===== config.mk =====
export PLATFORM = sky130hd
export DESIGN_NAME = midi_parser_flat
export DESIGN_NICKNAME = d
export VERILOG_FILES = /design/src/rtl/midi_parser_if.sv /design/src/rtl/midi_parser.sv /design/src/flat_wrapper.sv
export SDC_FILE = /design/constraint.sdc
export NUM_CORES = 1
export LEC_CHECK = 0
export CAP_MARGIN = 30
export CORE_ASPECT_RATIO = 0.5
export CORE_MARGIN = 4
export CORE_UTILIZATION = 40
export CTS_CLUSTER_SIZE = 30
export DETAILED_ROUTE_END_ITERATION = 8
export GPL_ROUTABILITY_DRIVEN = 0
export GPL_TIMING_DRIVEN = 0
export HOLD_SLACK_MARGIN = 0.1
export SLEW_MARGIN = 20
export SYNTH_ARGS = -nofsm -noshare
export SYNTH_HDL_FRONTEND = slang
export SYNTH_SLANG_ARGS = --single-unit

===== constraint.sdc =====
create_clock -name clock_50_000_000 -period 3.5 [get_ports clock_50_000_000]
set_input_delay 0.35 -clock clock_50_000_000 [delete_from_list [all_inputs] [get_ports clock_50_000_000]]
set_output_delay 0.35 -clock clock_50_000_000 [all_outputs]
set_load 0.005 [all_outputs]

===== src/rtl/midi_parser_if.sv =====
// UART-byte-in / decoded-event-out bundle for midi_parser.
// master = byte source plus event sink (bench or UART side); slave = the parser.
interface midi_parser_if #(
    parameter int BYTE_WIDTH = 8
);
    logic [BYTE_WIDTH-1:0] data_in;
    logic                  data_in_ready;
    logic                  event_valid;
    logic [1:0]            event_type;
    logic [3:0]            event_channel;
    logic [6:0]            event_data1;
    logic [6:0]            event_data2;
    logic                  stray_data;

    modport master (
        output data_in, data_in_ready,
        input  event_valid, event_type, event_channel,
        input  event_data1, event_data2, stray_data
    );

    modport slave (
        input  data_in, data_in_ready,
        output event_valid, event_type, event_channel,
        output event_data1, event_data2, stray_data
    );
endinterface


===== src/rtl/midi_parser.sv =====
// MIDI byte-stream parser: running status, real-time/SysEx filtering, note/CC/bend events.
// Optional macro MIDI_CHANNEL_FILTER_EN: only LISTEN_CHANNEL produces events.
module midi_parser #(
    parameter int BYTE_WIDTH     = 8,
    parameter int LISTEN_CHANNEL = 0
) (
    input logic      clock_50_000_000,
    input logic      reset,
    midi_parser_if.slave bus
);

    localparam logic [1:0] IDLE    = 2'd0;
    localparam logic [1:0] WAIT_D1 = 2'd1;
    localparam logic [1:0] WAIT_D2 = 2'd2;
    localparam logic [1:0] SYSEX   = 2'd3;

    if (BYTE_WIDTH < 8 || LISTEN_CHANNEL < 0 || LISTEN_CHANNEL > 15) begin : g_bad_config
        $error("midi_parser: BYTE_WIDTH must be >= 8 and LISTEN_CHANNEL 0-15");
    end

    logic [1:0] state;
    logic       rs_valid;
    logic [3:0] status_nib;
    logic [3:0] chan;
    logic [6:0] data1;

    logic [7:0] rx;
    logic       is_status;
    logic       is_realtime;
    logic       two_byte;
    logic       reportable;
    logic       chan_ok;

    assign rx          = bus.data_in[7:0];
    assign is_status   = rx[7];
    assign is_realtime = (rx[7:3] == 5'b11111);
    assign two_byte    = (status_nib != 4'hC) && (status_nib != 4'hD);
    assign reportable  = (status_nib == 4'h8) || (status_nib == 4'h9) ||
                         (status_nib == 4'hB) || (status_nib == 4'hE);

`ifdef MIDI_CHANNEL_FILTER_EN
    assign chan_ok = (chan == 4'(LISTEN_CHANNEL));
`else
    assign chan_ok = 1'b1;
`endif

    always_ff @(posedge clock_50_000_000) begin
        if (reset) begin
            state             <= IDLE;
            rs_valid          <= 1'b0;
            status_nib        <= '0;
            chan              <= '0;
            data1             <= '0;
            bus.event_valid   <= 1'b0;
            bus.event_type    <= '0;
            bus.event_channel <= '0;
            bus.event_data1   <= '0;
            bus.event_data2   <= '0;
            bus.stray_data    <= 1'b0;
        end else begin
            bus.event_valid <= 1'b0;
            bus.stray_data  <= 1'b0;
            if (bus.data_in_ready) begin
                if (is_status) begin
                    // Real-time bytes leave every piece of parser state untouched.
                    if (!is_realtime) begin
                        if (rx == 8'hF0) begin
                            state    <= SYSEX;
                            rs_valid <= 1'b0;
                        end else if (rx[7:4] == 4'hF) begin
                            state    <= IDLE;
                            rs_valid <= 1'b0;
                        end else begin
                            status_nib <= rx[7:4];
                            chan       <= rx[3:0];
                            rs_valid   <= 1'b1;
                            state      <= WAIT_D1;
                        end
                    end
                end else begin
                    case (state)
                        IDLE, WAIT_D1: begin
                            // IDLE with valid running status behaves exactly like WAIT_D1.
                            if (state == WAIT_D1 || rs_valid) begin
                                data1 <= rx[6:0];
                                state <= two_byte ? WAIT_D2 : IDLE;
                            end else begin
                                bus.stray_data <= 1'b1;
                            end
                        end
                        WAIT_D2: begin
                            state <= IDLE;
                            if (reportable && chan_ok) begin
                                bus.event_valid   <= 1'b1;
                                bus.event_channel <= chan;
                                bus.event_data1   <= data1;
                                bus.event_data2   <= rx[6:0];
                                case (status_nib)
                                    4'h8:    bus.event_type <= 2'd0;
                                    4'h9:    bus.event_type <= (rx[6:0] == 7'd0) ? 2'd0 : 2'd1;
                                    4'hB:    bus.event_type <= 2'd2;
                                    default: bus.event_type <= 2'd3;
                                endcase
                            end
                        end
                        default: ;
                    endcase
                end
            end
        end
    end

endmodule


===== src/flat_wrapper.sv =====
// flat-port wrapper written by rule: the top's interface ports become plain ports
module midi_parser_flat 
#(
    parameter int BYTE_WIDTH     = 8,
    parameter int LISTEN_CHANNEL = 0
)
  (clock_50_000_000, reset, bus_data_in, bus_data_in_ready, bus_event_valid, bus_event_type, bus_event_channel, bus_event_data1, bus_event_data2, bus_stray_data);
  midi_parser_if #(.BYTE_WIDTH(BYTE_WIDTH)) bus_i ();
  input logic clock_50_000_000;
  input logic reset;
  input wire logic [$bits(bus_i.data_in)-1:0] bus_data_in;
  input wire logic [$bits(bus_i.data_in_ready)-1:0] bus_data_in_ready;
  output wire logic [$bits(bus_i.event_valid)-1:0] bus_event_valid;
  output wire logic [$bits(bus_i.event_type)-1:0] bus_event_type;
  output wire logic [$bits(bus_i.event_channel)-1:0] bus_event_channel;
  output wire logic [$bits(bus_i.event_data1)-1:0] bus_event_data1;
  output wire logic [$bits(bus_i.event_data2)-1:0] bus_event_data2;
  output wire logic [$bits(bus_i.stray_data)-1:0] bus_stray_data;
  assign bus_i.data_in = bus_data_in;
  assign bus_i.data_in_ready = bus_data_in_ready;
  assign bus_event_valid = bus_i.event_valid;
  assign bus_event_type = bus_i.event_type;
  assign bus_event_channel = bus_i.event_channel;
  assign bus_event_data1 = bus_i.event_data1;
  assign bus_event_data2 = bus_i.event_data2;
  assign bus_stray_data = bus_i.stray_data;
  midi_parser #(.BYTE_WIDTH(BYTE_WIDTH), .LISTEN_CHANNEL(LISTEN_CHANNEL)) u_core (.clock_50_000_000(clock_50_000_000), .reset(reset), .bus(bus_i));
endmodule

==> impl_results.md <==
- Outcome: complete, no violations
- Worst R2R End: u_core.bus.event_data1[1]
- Hold wc startpoint: u_core.chan[0]
- Worst path cell trace: clkdlybuf4s50_1 -> nor4_1 -> nand2_1 -> a31oi_1 -> a211oi_2
- Slew margin rel.: 58.73%
- Area delta synth->final: 30.04%
- Netlist cell types: 37
- Max VDD drop: 0.1988 mV
- Design area: 2193 um^2
- Layout cells sized above 1: 11.01%
- First-pass DRT Iterations: 4
- Final Slew Violations: 0
- Iteration-0 DRC Markers: 56
- Max Clk Rate: 543.3 MHz
- Worst EP arrival: 1.99 ns
- IO Count: 33
- Final worst-path cycle share: 52.59%
- Register clock-pin slew on the reported worst setup and hold paths: 0.07 ns
- Unrepaired setup endpoints after global routing: no
- Cell Area, Placed: 2064 um^2
- CTS buffer count: 5
- Bufs and invs on worst path: 1
- IO Port Bufs: 31
- Cell count after synthesis: 189
- Global-route wire length before repair: 6748 um
- Post-synthesis register bit count: 40
- Setup TNS: 0 ns
- Synthesized Nets: 200
- Hold Buf Count CTS: 0
- Overflow left after global routing: 0
- Final setup fails: 0
- Final #Nets: 238
- Initial core utilization: 42.34%
- CP delay by family, top: simple AND/OR/NAND/NOR gates
- CTS tree: done
- Post-synth EDFFs: 0
- Core area: 3984 um^2
- Max cap viols: 0
- PD cells: 460.6 nW/um^2
- Final hold violations: 0
- Crit. End Element: flip-flop
- YS warnings: 0
- Synthesized area per cell: 8.924 um^2
- Htree depth: 2
- Crit path kind: in -> reg
- Vias: 1469
- Post-DRT Antenna Nets: 0
- Commonest non-fill, non-tap cell in the layout: dfxtp_1
- Fraction of registers with async set/reset: 0%
- Post-synthesis sequential area ratio: 47.48%
- Most frequent cells in the layout: dfxtp_1, clkdlybuf4s50_1, a21oi_1
- Vias per inst: 5.228
- Full die area: 5382 um^2
- Total track usage: 16.42%
- Most used DFF post-synth: dfxtp_1
- Hold Path Cell Cnt: 2
- # clock sinks: 40
- Measured slew at the worst slew-check pin: 0.6134 ns
- Largest net degree at the start of global routing: 13
- Final WL: 4073 um
- Crit path required time: 3.65 ns
- Initial antenna violation count: 0
- Root Driver: clkbuf_8
- Drc violations: 0
- DR WL/cell: 14.49 um
- Cts repair resizes: 0
- Hold Path End: u_core.chan[0]
- Vias in the first global route: 1337
- Chip Height: 53.92 um
- Post-CTS Setup Bufs: 0
- Die X: 99.83 um
- Placed wire-length estimate: 2929 um
- R2r startpoint: u_core.status_nib[0]
- Worst-path maximum fanout: 6
- Clk_lat worst skew: 0.29 ns
- Post-route minimum period: 1.841 ns
- R2R Setup Slk: 1.95 ns
- Critical Path Source: bus_data_in[3]
- Crit start category: primary input
- Path depth of the worst reg2reg path: 5
- Antenna cell count: 0
- Worst path max stage delay: 0.63 ns
- CP max-delay cell: nor4_1
- Clock skew: 0.004982 ns
- Worst-case clock buffer depth: 2
- Std-Cell Rows: 16
- Hold WC Path Type: reg -> reg
- Leakage: 0.7285 nW
- Cell Area, Synth: 1687 um^2
## worst max path at each step
| stage | depth (start not counted) | end |
|---|---|---|
| finish | 5 | u_core.bus.event_type[0] |
| global placement | 5 | u_core.bus.event_type[0] |
| global route | 6 | u_core.bus.event_data2[6] |
| detailed placement | 5 | u_core.bus.event_type[0] |
| floorplan | 6 | u_core.bus.event_type[1] |
| CTS | 5 | u_core.bus.event_type[0] |
## per-layer routing
layer | GRT usage (%) | up-vias | routed length, um
met2 | 23.84 | 40 | 1638
li1 | - | 744 | -
met3 | 4.528 | 2 | 239
met5 | 0 | - | 0
met4 | 3.401 | 0 | 20
met1 | 24.18 | 683 | 2175
## cells by family (layout without fill, tap and decap cells)
group | count (synthesis) | after routing | share of synthesized area, %
AND/OR/NAND/NOR | 65 | 65 | 20.62
multiplexers | 7 | 7 | 4.154
flip-flops | 40 | 40 | 47.48
AO/OA/AOI/OAI | 58 | 58 | 19.21
XOR/XNOR | 2 | 2 | 1.484
buffers and inverters | 17 | 55 | 7.047
## registers in the layout, summed over array words and instances (netlist names)
| name | count |
|---|---|
| u_core.bus.event_data1 | 7 |
| u_core.bus.event_data2 | 7 |
| u_core.data1 | 7 |
| u_core.bus.event_channel | 4 |
| u_core.chan | 4 |
| u_core.status_nib | 4 |
| u_core.bus.event_type | 2 |
| u_core.state | 2 |
| u_core.bus.event_valid | 1 |
| u_core.bus.stray_data | 1 |
| u_core.rs_valid | 1 |
## tightest hold or removal path, cell delays in order, from the launching register on
cell,delay [ns]
dfxtp_1,0.31
nand2_1,0.05
a21oi_1,0.05
## stage by stage
stage,total power [mW],setup WS (ns),utilization (%),hold slack (ns),std cells
floorplan,0.5431,2.174,-,0.4366,189
global placement,0.5782,1.420,51.82,0.4450,274
global route,1.044,1.538,55.06,0.4676,281
CTS,1.019,1.707,55.06,0.4628,281
finish,1.010,1.659,55.06,0.4621,281
detailed placement,0.5797,1.400,51.82,0.4503,274
## final cells by class
cell class,instances,area (um^2)
fill,377,1790
sequential,40,800.8
multi-input combinational,132,767.0
timing repair buffer,31,310.3
buffer,14,107.6
clock buffer,5,68.82
tap,54,67.56
clock inverter,2,60.06
inverter,3,11.26
## power by group
part	leakage, nW	total (mW)	switching, mW	internal (mW)
clock network	0.0642	0.440	0.160	0.281
logic	0.340	0.0942	0.0550	0.0392
registers	0.324	0.476	0.0104	0.466
## Yosys cell counts (3+ instances only)
master | count | area, um^2
clkbuf_1 | 3 | 11.26
nand2_1 | 14 | 52.55
o21ai_1 | 4 | 20.02
nor3_1 | 6 | 30.03
a21oi_1 | 28 | 140.1
buf_1 | 3 | 11.26
mux2i_1 | 7 | 70.07
inv_1 | 3 | 11.26
o21ai_0 | 18 | 90.09
dfxtp_1 | 40 | 800.8
nor2_1 | 13 | 48.80
nand3_1 | 19 | 95.09
(Power assumes the default switching activity.)
